**config.mk**
```make
export PLATFORM = sky130hd
export DESIGN_NAME = parity_mem_scrub
export DESIGN_NICKNAME = d
export VERILOG_FILES = /design/src/rtl/parity_mem_scrub.sv
export SDC_FILE = /design/constraint.sdc
export NUM_CORES = 1
export LEC_CHECK = 0
export ABC_AREA = 1
export BUFFER_PORTS_ARGS = -buffer_cell sky130_fd_sc_hd__buf_2
export CORE_MARGIN = 10
export CORE_UTILIZATION = 55
export CTS_CLUSTER_SIZE = 10
export DETAILED_ROUTE_END_ITERATION = 7
export PLACE_DENSITY = 0.74
export SLEW_MARGIN = 20
export SYNTH_ARGS = -nofsm -noshare
export SYNTH_HDL_FRONTEND = slang
export SYNTH_SLANG_ARGS = --single-unit
```
**constraint.sdc**
```tcl
create_clock -name clk -period 4.2 [get_ports clk]
set_input_delay 0.42 -clock clk [delete_from_list [all_inputs] [get_ports clk]]
set_output_delay 0.42 -clock clk [all_outputs]
set_load 0.1 [all_outputs]
```
**src/rtl/parity_mem_scrub.sv**
```systemverilog
// Parity-protected single-port memory with valid tracking,
// read-side parity check, saturating error counter and clear sweep.
module parity_mem_scrub #(
  parameter int DATA_W     = 8,
  parameter int ADDR_W     = 4,
  parameter int PARITY_ODD = 0,
  parameter int ERR_CNT_W  = 8
) (
  input  logic                 clk,
  input  logic                 rst_n,
  input  logic                 write,
  input  logic                 read,
  input  logic [ADDR_W-1:0]    address,
  input  logic [DATA_W-1:0]    data_in,
  input  logic                 inject_err,
  input  logic                 clear_req,
  output logic [DATA_W:0]      data_out,
  output logic                 rd_valid,
  output logic                 par_err,
  output logic                 uninit,
  output logic [ERR_CNT_W-1:0] err_count,
  output logic                 busy
);

  localparam int   DEPTH = 1 << ADDR_W;
  localparam logic POL   = (PARITY_ODD != 0);

  typedef enum logic {IDLE, SWEEP} state_e;

  state_e               state_q;
  logic [ADDR_W-1:0]    ptr_q;
  logic [DEPTH-1:0]     valid_q;
  logic [DATA_W:0]      data_out_q;
  logic                 rd_valid_q;
  logic                 par_err_q;
  logic                 uninit_q;
  logic [ERR_CNT_W-1:0] err_cnt_q;
  logic [ERR_CNT_W-1:0] err_cnt_d;
  logic                 busy_q;

  logic [DATA_W:0]      mem_q [DEPTH];

  logic                 idle;
  logic                 start;
  logic                 wr_en;
  logic                 rd_en;
  logic [DATA_W:0]      rd_word;
  logic                 rd_hit;
  logic                 rd_bad;
  logic                 mem_we;
  logic [ADDR_W-1:0]    mem_addr;
  logic [DATA_W:0]      mem_wdata;

  assign idle    = (state_q == IDLE);
  assign start   = idle & clear_req;
  assign wr_en   = idle & write & ~clear_req;
  assign rd_en   = idle & read & ~write & ~clear_req;
  assign rd_word = mem_q[address];
  assign rd_hit  = valid_q[address];
  assign rd_bad  = ((^rd_word[DATA_W-1:0]) ^ POL) != rd_word[DATA_W];

  always_comb begin
    err_cnt_d = err_cnt_q;
    if (start)
      err_cnt_d = '0;
    else if (rd_en && rd_hit && rd_bad && !(&err_cnt_q))
      err_cnt_d = err_cnt_q + 1'b1;
  end

  // The sweep owns the single write port while it runs.
  always_comb begin
    mem_we    = 1'b0;
    mem_addr  = address;
    mem_wdata = {(^data_in) ^ POL ^ inject_err, data_in};
    unique case (1'b1)
      (state_q == SWEEP): begin
        mem_we    = 1'b1;
        mem_addr  = ptr_q;
        mem_wdata = {POL, {DATA_W{1'b0}}};
      end
      default: mem_we = wr_en;
    endcase
  end

  always_ff @(posedge clk) begin
    if (mem_we)
      mem_q[mem_addr] <= mem_wdata;
  end

  always_ff @(posedge clk or negedge rst_n) begin
    if (!rst_n) begin
      state_q    <= IDLE;
      ptr_q      <= '0;
      valid_q    <= '0;
      data_out_q <= '0;
      rd_valid_q <= 1'b0;
      par_err_q  <= 1'b0;
      uninit_q   <= 1'b0;
      err_cnt_q  <= '0;
      busy_q     <= 1'b0;
    end else begin
      rd_valid_q <= rd_en;
      err_cnt_q  <= err_cnt_d;
      if (rd_en) begin
        data_out_q <= rd_hit ? rd_word : '0;
        par_err_q  <= rd_hit & rd_bad;
        uninit_q   <= ~rd_hit;
      end
      unique case (state_q)
        IDLE: begin
          if (start) begin
            state_q <= SWEEP;
            ptr_q   <= '0;
            busy_q  <= 1'b1;
          end else if (wr_en) begin
            valid_q[address] <= 1'b1;
          end
        end
        SWEEP: begin
          valid_q[ptr_q] <= 1'b1;
          ptr_q          <= ptr_q + 1'b1;
          if (&ptr_q) begin
            state_q <= IDLE;
            busy_q  <= 1'b0;
          end
        end
        default: state_q <= IDLE;
      endcase
    end
  end

  assign data_out  = data_out_q;
  assign rd_valid  = rd_valid_q;
  assign par_err   = par_err_q;
  assign uninit    = uninit_q;
  assign err_count = err_cnt_q;
  assign busy      = busy_q;

endmodule

```
==> results of run 1 <==
registers in the layout, indices dropped and copies added, names as in the netlist, 4 cells and up:
| name | count |
|---|---|
| data_out | 9 |
| err_count | 8 |
| mem_q | 144 |
| ptr_q | 4 |
| valid_q | 16 |
logic make-up (layout without fill, tap and decap cells):
group	Yosys count	after routing
and+or+nand+nor	507	507
DFF	186	186
buffers and inverters	103	156
AOI/OAI and AO/OA	67	67
xor gates and xnor gates	13	13
adders and majority gates	5	5
other	0	1
power by group:
group / internal, mW / switching (mW) / total [mW]
logic: 0.369 / 1.37 / 1.74
clock network: 0.892 / 0.668 / 1.56
registers: 2.57 / 0.149 / 2.72
metrics by stage:
step	utilization (%)	power (mW)	cell area [µm²]	instances	hold slack, ns
2_1_floorplan	-	3.95	8480	881	0.124
4_1_cts	61.9	6.01	9370	1120	0.166
3_5_place_dp	58.1	4.47	8800	1088	0.448
5_1_grt	62.2	6.31	9420	1122	0.333
6_report	62.2	6.01	9420	1123	0.312
3_3_place_gp	58.1	4.42	8800	1088	0.445
worst max-delay path, stage by stage, from the launching register on:
cell and delay [ns]:
dfrtp_1 0.32, buf_4 0.31, inv_1 0.29, o21ai_1 0.41
nand3_1 0.26, nor2_1 0.75
per-layer routing:
metal / up-vias / GRT usage [%] / wire length (µm)
met5: - / 0 / 0
met3: 35 / 3.51 / 1720
met1: 2842 / 27.3 / 8350
met4: 0 / 7.29 / 433
met2: 271 / 29.9 / 9180
li1: 2942 / - / -
layout make-up:
class	count	area, µm²	area share (%)
Sequential cell	186	5380	57.1
Multi-Input combinational cell	592	2650	28.2
Clock buffer	21	450	4.78
Timing Repair Buffer	52	310	3.29
Inverter	72	273	2.90
Tap cell	188	235	2.50
Clock inverter	11	120	1.28
Antenna cell	1	2.50	0.0266
placed cells by master (no fill, tap or decap), types with 5 or more instances in the layout:
master	count
nand2_1	408
a22oi_1	8
dfrtp_1	42
nor2_1	45
nor2_2	10
edfxtp_1	144
inv_1	66
ha_1	5
buf_2	38
inv_2	5
o21ai_0	26
o21bai_1	6
clkbuf_16	17
xor2_1	9
nand3_1	26
buf_4	12
a21oi_1	7
a32oi_1	9
worst max-delay path by stage:
stage / endpoint / depth (start not counted) / slack [ns]
finish: mem_q[5][6]$_DFFE_PP_ / 5 / 1.48
global route: mem_q[9][7]$_DFFE_PP_ / 5 / 1.27
CTS: mem_q[9][7]$_DFFE_PP_ / 5 / 1.52
detailed placement: err_count[5]$_DFFE_PN0P_ / 20 / 1.27
global placement: err_count[5]$_DFFE_PN0P_ / 17 / 1.33
floorplan: err_count[2]$_DFFE_PN0P_ / 10 / 1.90
what timing repair did:
item | 4_1_cts | 5_1_grt
buffers inserted | 0 | 0
hold buffers | 0 | 1
endpoints found under the hold margin | 0 | 15
==> impl_metrics.yaml, run 1 <==
outcome:
  outcome: "complete, no violations"
synth:
  synth_area_um2: 8480
  synth-seq-cells: 186
  synth.avg_cell_area_um2: 9.62
  synth_top_area_share_pct: 51.0
  synthAdderAreaFrac_pct: 0.738
  synthMuxAreaShare_pct: 0
  synth_top_family_by_area: "simple AND/OR/NAND/NOR gates"
  yosys_warnings: 0
  async_flop_share_pct: 22.6
  syn_inst: 881
  synthDistinctLibCells: 34
  synth_top_area_cell: "edfxtp_1"
  synthFlopType: "edfxtp_1"
  synth.most_common_cell: "nand2_1"
  ys_seq_area_share_pct: 63.4
  synth_edf_count: 144
  synth_common_cells: "nand2_1 (408), edfxtp_1 (144), inv_1 (66)"
  ys_top_cells_by_area: "edfxtp_1 (51%), nand2_1 (18%), dfrtp_1 (12%)"
  synth_compound_area_share_pct: 5.08
  synthesis.nets: 904
  synth-xor-area-share_pct: 1.34
  synth_simple_gate_area_share_pct: 23.9
floorplanning:
  initial_core_util_pct: 56.0
  fp.dieW_um: 144
  coreArea_um2: 15100
  die_y_um: 144
  dieArea_um2: 20800
  io_pins: 39
  rows: 45
sta:
  fin_skew_ns: 0.00937
  final.period_utilization_pct: 64.9
  rsz0062_at_grt: "false"
  setup_viol: 0
  fin_crit_ns: 2.72
  fmax_mhz: 367
  slew_headroom_pct: 23.0
  worst_pin_slew_ns: 1.15
  finalMaxSlewViolations: 0
  finalHoldViolations: 0
  timing.setup.tns_ns: 0
  setup_slack_ns: 1.48
critical_path:
  r2r_start: "state_q$_DFF_PN0_"
  cp_max_fo: 25
  r2r_cells: 5
  start_kind: "flop"
  crit_type: "flop to flop"
  required_ns: 4.25
  arrival_ns: 2.77
  timing.rr.end: "mem_q[5][6]$_DFFE_PP_"
  crit_start: "state_q$_DFF_PN0_"
  r2r_slack_ns: 1.48
  cp-end-kind: "flop"
cells_and_area:
  drive_gt1_share_pct: 11.6
  areaGrowthSynthToFinish_pct: 11.1
  n_fill_cell: 1235
  fin_nets: 944
place:
  port_buffers: 38
  dp_hpwl_um: 12800
  place_ws_ns: 1.27
  gp_congestion: 0.873
clocking:
  htreeDepth: 4
  clk-insertion-delay-late_ns: 0.43
  cts.reportedPaths.clkPinSlew_ns: 0.07
  cts-root-buf: "clkbuf_16"
  cts_tree: "built"
  cts_made_buffers: 17
  clk_path_buf_depth: 2
  cts_resized: 0
  cts.sinks: 186
route:
  num_vias: 6090
  vias_per_cell: 5.42
  routedWlPerCell_um: 17.5
  wl_um: 19700
  ant_nets: 0
  first_pass_iters: 5
  post-route-drc-count: 0
  drt-initial-drc-count: 744
global_routing:
  grt_pass1_wl_um: 31000
  antenna_found_initial: 1
  grt_max_degree: 64
  track_usage_pct: 19.5
  grt_pass1_vias: 5697
  overflow: 0
power_and_ir_drop:
  p_leak_nw: 4.24
  ir_worst_vdd_mv: 0.330
  power.density_nw_per_um2: 639
min_path:
  hp-start: "clear_req"
  hold_depth: 3
  hold_end: "state_q$_DFF_PN0_"
  hp-class: "input port to flop"
flow_run:
  max-cap-violations: 0
No activity file was read; power rests on OpenSTA's default activity.
==> run 2, diff against run 1 <==
--- a/config.mk
+++ b/config.mk
@@ -5,13 +5,13 @@
 export SDC_FILE = /design/constraint.sdc
 export NUM_CORES = 1
 export LEC_CHECK = 0
-export ABC_AREA = 1
+export ABC_AREA = 0
 export BUFFER_PORTS_ARGS = -buffer_cell sky130_fd_sc_hd__buf_2
 export CORE_MARGIN = 10
 export CORE_UTILIZATION = 55
 export CTS_CLUSTER_SIZE = 10
 export DETAILED_ROUTE_END_ITERATION = 7
-export PLACE_DENSITY = 0.74
+export PLACE_DENSITY = 0.77
 export SLEW_MARGIN = 20
 export SYNTH_ARGS = -nofsm -noshare
 export SYNTH_HDL_FRONTEND = slang
==> constraint.sdc (replaced) <==
create_clock -name clk -period 2.5 [get_ports clk]
set_input_delay 0.25 -clock clk [delete_from_list [all_inputs] [get_ports clk]]
set_output_delay 0.25 -clock clk [all_outputs]
set_load 0.1 [all_outputs]
==> impl_metrics.yaml, run 2 <==
sta:
  setup_slack_ns: -0.358
  fmax_mhz: 350
  final.period_utilization_pct: 114
  holdWs_ns: 0.159
  setup_viol: 9
  fin_skew_ns: 0.00775
  finalHoldViolations: 0
  rsz0062_at_grt: "true"
  slew_headroom_pct: 27.5
  timing.setup.tns_ns: -2.53
  worst_pin_slew_ns: 1.09
  finalMaxSlewViolations: 0
  fin_crit_ns: 2.86
synth:
  synth_top_area_cell: "edfxtp_1"
  synth-xor-area-share_pct: 2.16
  synthDistinctLibCells: 42
  syn_inst: 476
  synthesis.nets: 499
  synth-seq-cells: 186
  synth_top_area_share_pct: 55.0
  synth_edf_count: 144
  async_flop_share_pct: 22.6
  synth_common_cells: "edfxtp_1 (144), mux4_2 (46), nand2_1 (43)"
  yosys_warnings: 0
  synth.most_common_cell: "edfxtp_1"
  synth_simple_gate_area_share_pct: 7.27
  synth_top_family_by_area: "multiplexers"
  synth.avg_cell_area_um2: 16.5
  synth_area_um2: 7860
  ys_seq_area_share_pct: 68.4
  synthMuxAreaShare_pct: 13.6
  ys_top_cells_by_area: "edfxtp_1 (55%), dfrtp_1 (13%), mux4_2 (13%)"
  synthAdderAreaFrac_pct: 0.796
  synthFlopType: "edfxtp_1"
  synth_compound_area_share_pct: 5.83
global_routing:
  antenna_found_initial: 0
  track_usage_pct: 18.2
  grt_pass1_wl_um: 27400
  overflow: 0
  grt_pass1_vias: 4733
  grt_max_degree: 43
cells_and_area:
  largest_reg_flops: 144
  final_cell_mix: "edfxtp_1 (144), buf_4 (63), mux4_2 (46)"
  areaGrowthSynthToFinish_pct: 19.2
  design_area_um2: 9370
  fin_nets: 600
  n_antenna_cell: 0
  drive_gt1_share_pct: 34.5
  regMostFlops: "mem_q"
  stdcell_count: 769
  fin_util_pct: 67.2
  final_common_cell: "edfxtp_1"
critical_path:
  r2r_cells: 8
  r2r_start: "mem_q[0][4]$_DFFE_PP_"
  timing.rr.end: "err_count[6]$_DFFE_PN0P_"
  required_ns: 2.81
  arrival_ns: 3.17
  cp-end-kind: "flop"
  cp_max_fo: 10
  crit_start: "mem_q[0][4]$_DFFE_PP_"
  crit_type: "flop to flop"
  r2r_slack_ns: -0.36
  start_kind: "flop"
  worstSetupEndpoint: "err_count[6]$_DFFE_PN0P_"
place:
  gp_congestion: 0.884
  place_inst: 731
  dp_hpwl_um: 11700
  port_buffers: 38
  place_ws_ns: -0.734
  dpl_cell_area_um2: 8660
power_and_ir_drop:
  p_leak_nw: 3.46
  ir_worst_vdd_mv: 0.615
  power_mw: 10.8
  power.density_nw_per_um2: 1150
clocking:
  cts-root-buf: "clkbuf_16"
  cts.sinks: 186
  cts_tree: "built"
  cts.reportedPaths.clkPinSlew_ns: 0.06
  clk_path_buf_depth: 2
  htreeDepth: 4
  clk-insertion-delay-late_ns: 0.43
  cts_made_buffers: 17
route:
  first_pass_iters: 5
  vias_per_cell: 6.05
  ant_nets: 0
  wl_um: 17600
  drt-initial-drc-count: 459
  routedWlPerCell_um: 22.9
  post-route-drc-count: 0
  num_vias: 4653
floorplanning:
  die_y_um: 140
  rows: 43
  dieArea_um2: 19500
  initial_core_util_pct: 56.4
  fp.dieW_um: 140
  coreArea_um2: 13900
  io_pins: 39
outcome:
  outcome: "finished, violations left"
  violations: "setup timing"
min_path:
  hp-class: "input port to flop"
flow_run:
  max-cap-violations: 0
## run 2: kinds of logic (layout without fill, tap and decap cells)
| logic type | after synthesis | after routing |
|---|---|---|
| multiplexers | 49 | 49 |
| XOR/XNOR | 17 | 17 |
| AND/OR/NAND/NOR | 121 | 121 |
| flip-flops | 186 | 186 |
| AO/OA/AOI/OAI | 68 | 68 |
| buffers and inverters | 30 | 143 |
| adder cells (fa/ha/maj) | 5 | 5 |
## run 2: layout make-up
class	count	area (µm²)
Sequential cell	186	5380
Fill cell	900	4570
Multi-Input combinational cell	260	2460
Timing Repair Buffer	106	753
Clock buffer	19	433
Tap cell	180	225
Clock inverter	12	100
Inverter	6	22.5
## run 2: worst min path at each step
stage               from                      to  cells past startpoint
3_3_place_gp       rst_n  valid_q[4]$_DFFE_PN0P_                      1
2_1_floorplan      rst_n        busy$_DFFE_PN0P_                      0
6_report       clear_req    ptr_q[1]$_DFFE_PN0P_                      3
3_5_place_dp       rst_n  valid_q[4]$_DFFE_PN0P_                      1
4_1_cts        clear_req    ptr_q[1]$_DFFE_PN0P_                      3
5_1_grt        clear_req    ptr_q[1]$_DFFE_PN0P_                      3
## run 2: power by group
| part | switching [mW] | internal [mW] | leakage, nW | total [mW] |
|---|---|---|---|---|
| registers | 0.314 | 4.27 | 1.83 | 4.58 |
| clock network | 1.10 | 1.36 | 0.253 | 2.45 |
| logic | 2.37 | 1.36 | 1.38 | 3.73 |
## run 2: critical path, stage by stage (launching register included)
cell	delay, ns
edfxtp_1	0.43
mux4_2	0.53
a22oi_2	0.22
nand3_2	0.15
xnor2_2	0.16
xnor3_2	0.43
xnor2_4	0.20
or4b_1	0.48
o211a_1	0.14
## run 2: layer usage
metal / part of all wire (%) / track usage [%] / vias up
met2: 51 / 29.3 / 210
met1: 40 / 23.0 / 2356
met4: 2.1 / 7.34 / 0
li1: - / - / 2060
met3: 7.5 / 4.87 / 27
met5: 0 / 0 / -
## run 2: repair_timing
item | 4_1_cts | 5_1_grt
hold buffers | 1 | 0
hold endpoints to repair | 42 | 0
buffers inserted | 2 | 4
setup endpoints to repair | 9 | 9
pin swaps | 4 | 4
gates resized for setup | 12 | 8
==> run 3, diff against run 2 <==
--- a/config.mk
+++ b/config.mk
@@ -6,9 +6,10 @@
 export NUM_CORES = 1
 export LEC_CHECK = 0
 export ABC_AREA = 0
-export BUFFER_PORTS_ARGS = -buffer_cell sky130_fd_sc_hd__buf_2
+export BUFFER_PORTS_ARGS = -buffer_cell sky130_fd_sc_hd__buf_4
 export CORE_MARGIN = 10
 export CORE_UTILIZATION = 55
+export CTS_CLUSTER_DIAMETER = 120
 export CTS_CLUSTER_SIZE = 10
 export DETAILED_ROUTE_END_ITERATION = 7
 export PLACE_DENSITY = 0.77
==> impl_metrics.yaml, run 3 (synthesized netlist as in run 2, its figures left out) <==
outcome:
  outcome: "finished, violations left"
  violations: "setup timing"
floorplanning:
  fp.dieW_um: 140
  rows: 43
  coreArea_um2: 13900
  die_y_um: 140
  io_pins: 39
  dieArea_um2: 19500
  initial_core_util_pct: 56.4
min_path:
  hold_end: "ptr_q[1]$_DFFE_PN0P_"
  hold_depth: 3
  hp-class: "input port to flop"
  hp-start: "clear_req"
place:
  gp_congestion: 0.884
  dp_hpwl_um: 11500
  port_buffers: 38
  place_inst: 725
sta:
  fmax_mhz: 340
  slew_headroom_pct: 27.9
  fin_crit_ns: 2.94
  timing.setup.tns_ns: -3.37
  finalMaxSlewViolations: 0
  fin_skew_ns: 0.0102
  setup_viol: 9
  final.period_utilization_pct: 118
  finalHoldViolations: 0
  rsz0062_at_grt: "true"
  setup_slack_ns: -0.441
  worst_pin_slew_ns: 1.08
global_routing:
  antenna_found_initial: 0
  overflow: 0
  grt_max_degree: 43
  grt_pass1_vias: 4766
  track_usage_pct: 18.2
  grt_pass1_wl_um: 27500
power_and_ir_drop:
  power.density_nw_per_um2: 1190
  p_leak_nw: 3.46
  ir_worst_vdd_mv: 0.530
clocking:
  cts.sinks: 186
  clk-insertion-delay-late_ns: 0.44
  cts.reportedPaths.clkPinSlew_ns: 0.07
  clk_path_buf_depth: 2
  cts-root-buf: "clkbuf_16"
  htreeDepth: 4
  cts_made_buffers: 17
  cts_tree: "built"
route:
  routedWlPerCell_um: 23.0
  post-route-drc-count: 0
  wl_um: 17500
  vias_per_cell: 6.21
  ant_nets: 0
  num_vias: 4735
  first_pass_iters: 5
  drt-initial-drc-count: 611
cells_and_area:
  fin_util_pct: 67.8
  drive_gt1_share_pct: 34.3
  n_antenna_cell: 0
  stdcell_count: 763
  areaGrowthSynthToFinish_pct: 20.2
  regMostFlops: "mem_q"
  final_cell_mix: "edfxtp_1 (144), buf_4 (94), mux4_2 (46)"
  fin_nets: 593
  final_common_cell: "edfxtp_1"
  largest_reg_flops: 144
critical_path:
  r2r_slack_ns: -0.44
  r2r_cells: 7
  arrival_ns: 3.31
  start_kind: "flop"
  cp-end-kind: "flop"
  timing.rr.end: "err_count[5]$_DFFE_PN0P_"
  required_ns: 2.87
  r2r_start: "mem_q[11][0]$_DFFE_PP_"
  cp_max_fo: 8
  crit_type: "flop to flop"
flow_run:
  max-cap-violations: 0
run 3: cell count changes in the layout (fill, tap and decap cells not counted), moves of 3 or more:
cell,previous run,this run
a22oi_1,1,4
a22oi_2,3,0
buf_12,4,0
buf_2,38,0
buf_4,63,94
buf_6,0,4
clkinv_4,0,5
nand3_1,19,22
nand3_2,4,1
nor2_1,25,21
nor2_2,0,4
run 3: layout make-up:
class                      instances  area (µm²)
sequential                       186        5380
fill                             879        4490
multi-input combinational        260        2460
timing repair buffer              99         761
clock buffer                      19         433
tap                              180         225
clock inverter                    13         170
inverter                           6        22.5
run 3: stage by stage:
step / worst slack [ns] / area (µm²) / hold WS, ns / power (mW)
finish: -0.441 / 9450 / 0.155 / 11.2
global route: -0.564 / 9450 / 0.143 / 11.7
CTS: -0.449 / 9370 / 0.150 / 11.1
detailed placement: -0.883 / 8660 / 0.261 / 8.10
global placement: -0.795 / 8660 / 0.252 / 7.91
floorplan: -0.399 / 7890 / -0.0456 / 6.86
run 3: power by group:
part           leakage, nW  internal [mW]  total [mW]  switching, mW
sequential            1.83           4.27        4.58          0.314
clock                0.291           1.58        2.71           1.13
combinational         1.34           1.48        3.93           2.46
run 3: worst max-delay path by stage:
stage                                start                       end  cells after the start
floorplan                       address[0]  err_count[5]$_DFFE_PN0P_                     10
global placement                address[0]  err_count[6]$_DFFE_PN0P_                      9
detailed placement              address[0]  err_count[6]$_DFFE_PN0P_                     10
CTS                 mem_q[11][0]$_DFFE_PP_  err_count[6]$_DFFE_PN0P_                      7
global route         mem_q[0][3]$_DFFE_PP_  err_count[5]$_DFFE_PN0P_                      8
finish              mem_q[11][0]$_DFFE_PP_  err_count[5]$_DFFE_PN0P_                      7
run 3: repair_timing:
action / CTS / global route
setup buffers: 4 / 2
pin swaps: 2 / 3
hold buffers: 1 / 0
gates resized for setup: 11 / 16
endpoints found under the hold margin: 42 / 0
setup endpoints to repair: 9 / 45
run 3: layer usage:
| layer | global-route usage, % | vias to the layer above | wire length [µm] | share of wire, % |
|---|---|---|---|---|
| li1 | - | 2048 | - | - |
| met2 | 29.0 | 252 | 8800 | 50 |
| met3 | 4.19 | 49 | 1260 | 7.2 |
| met1 | 23.4 | 2386 | 7000 | 40 |
| met4 | 8.04 | 0 | 465 | 2.7 |
| met5 | 0 | - | 0 | 0 |
run 3: critical path, cell delays in order, from the launching register on:
cell and delay (ns):
edfxtp_1 0.40, mux4_2 0.55, mux4_2 0.54, xnor2_2 0.18, xnor3_2 0.35, xnor2_4 0.19
or4_1 0.52, a21oi_2 0.13
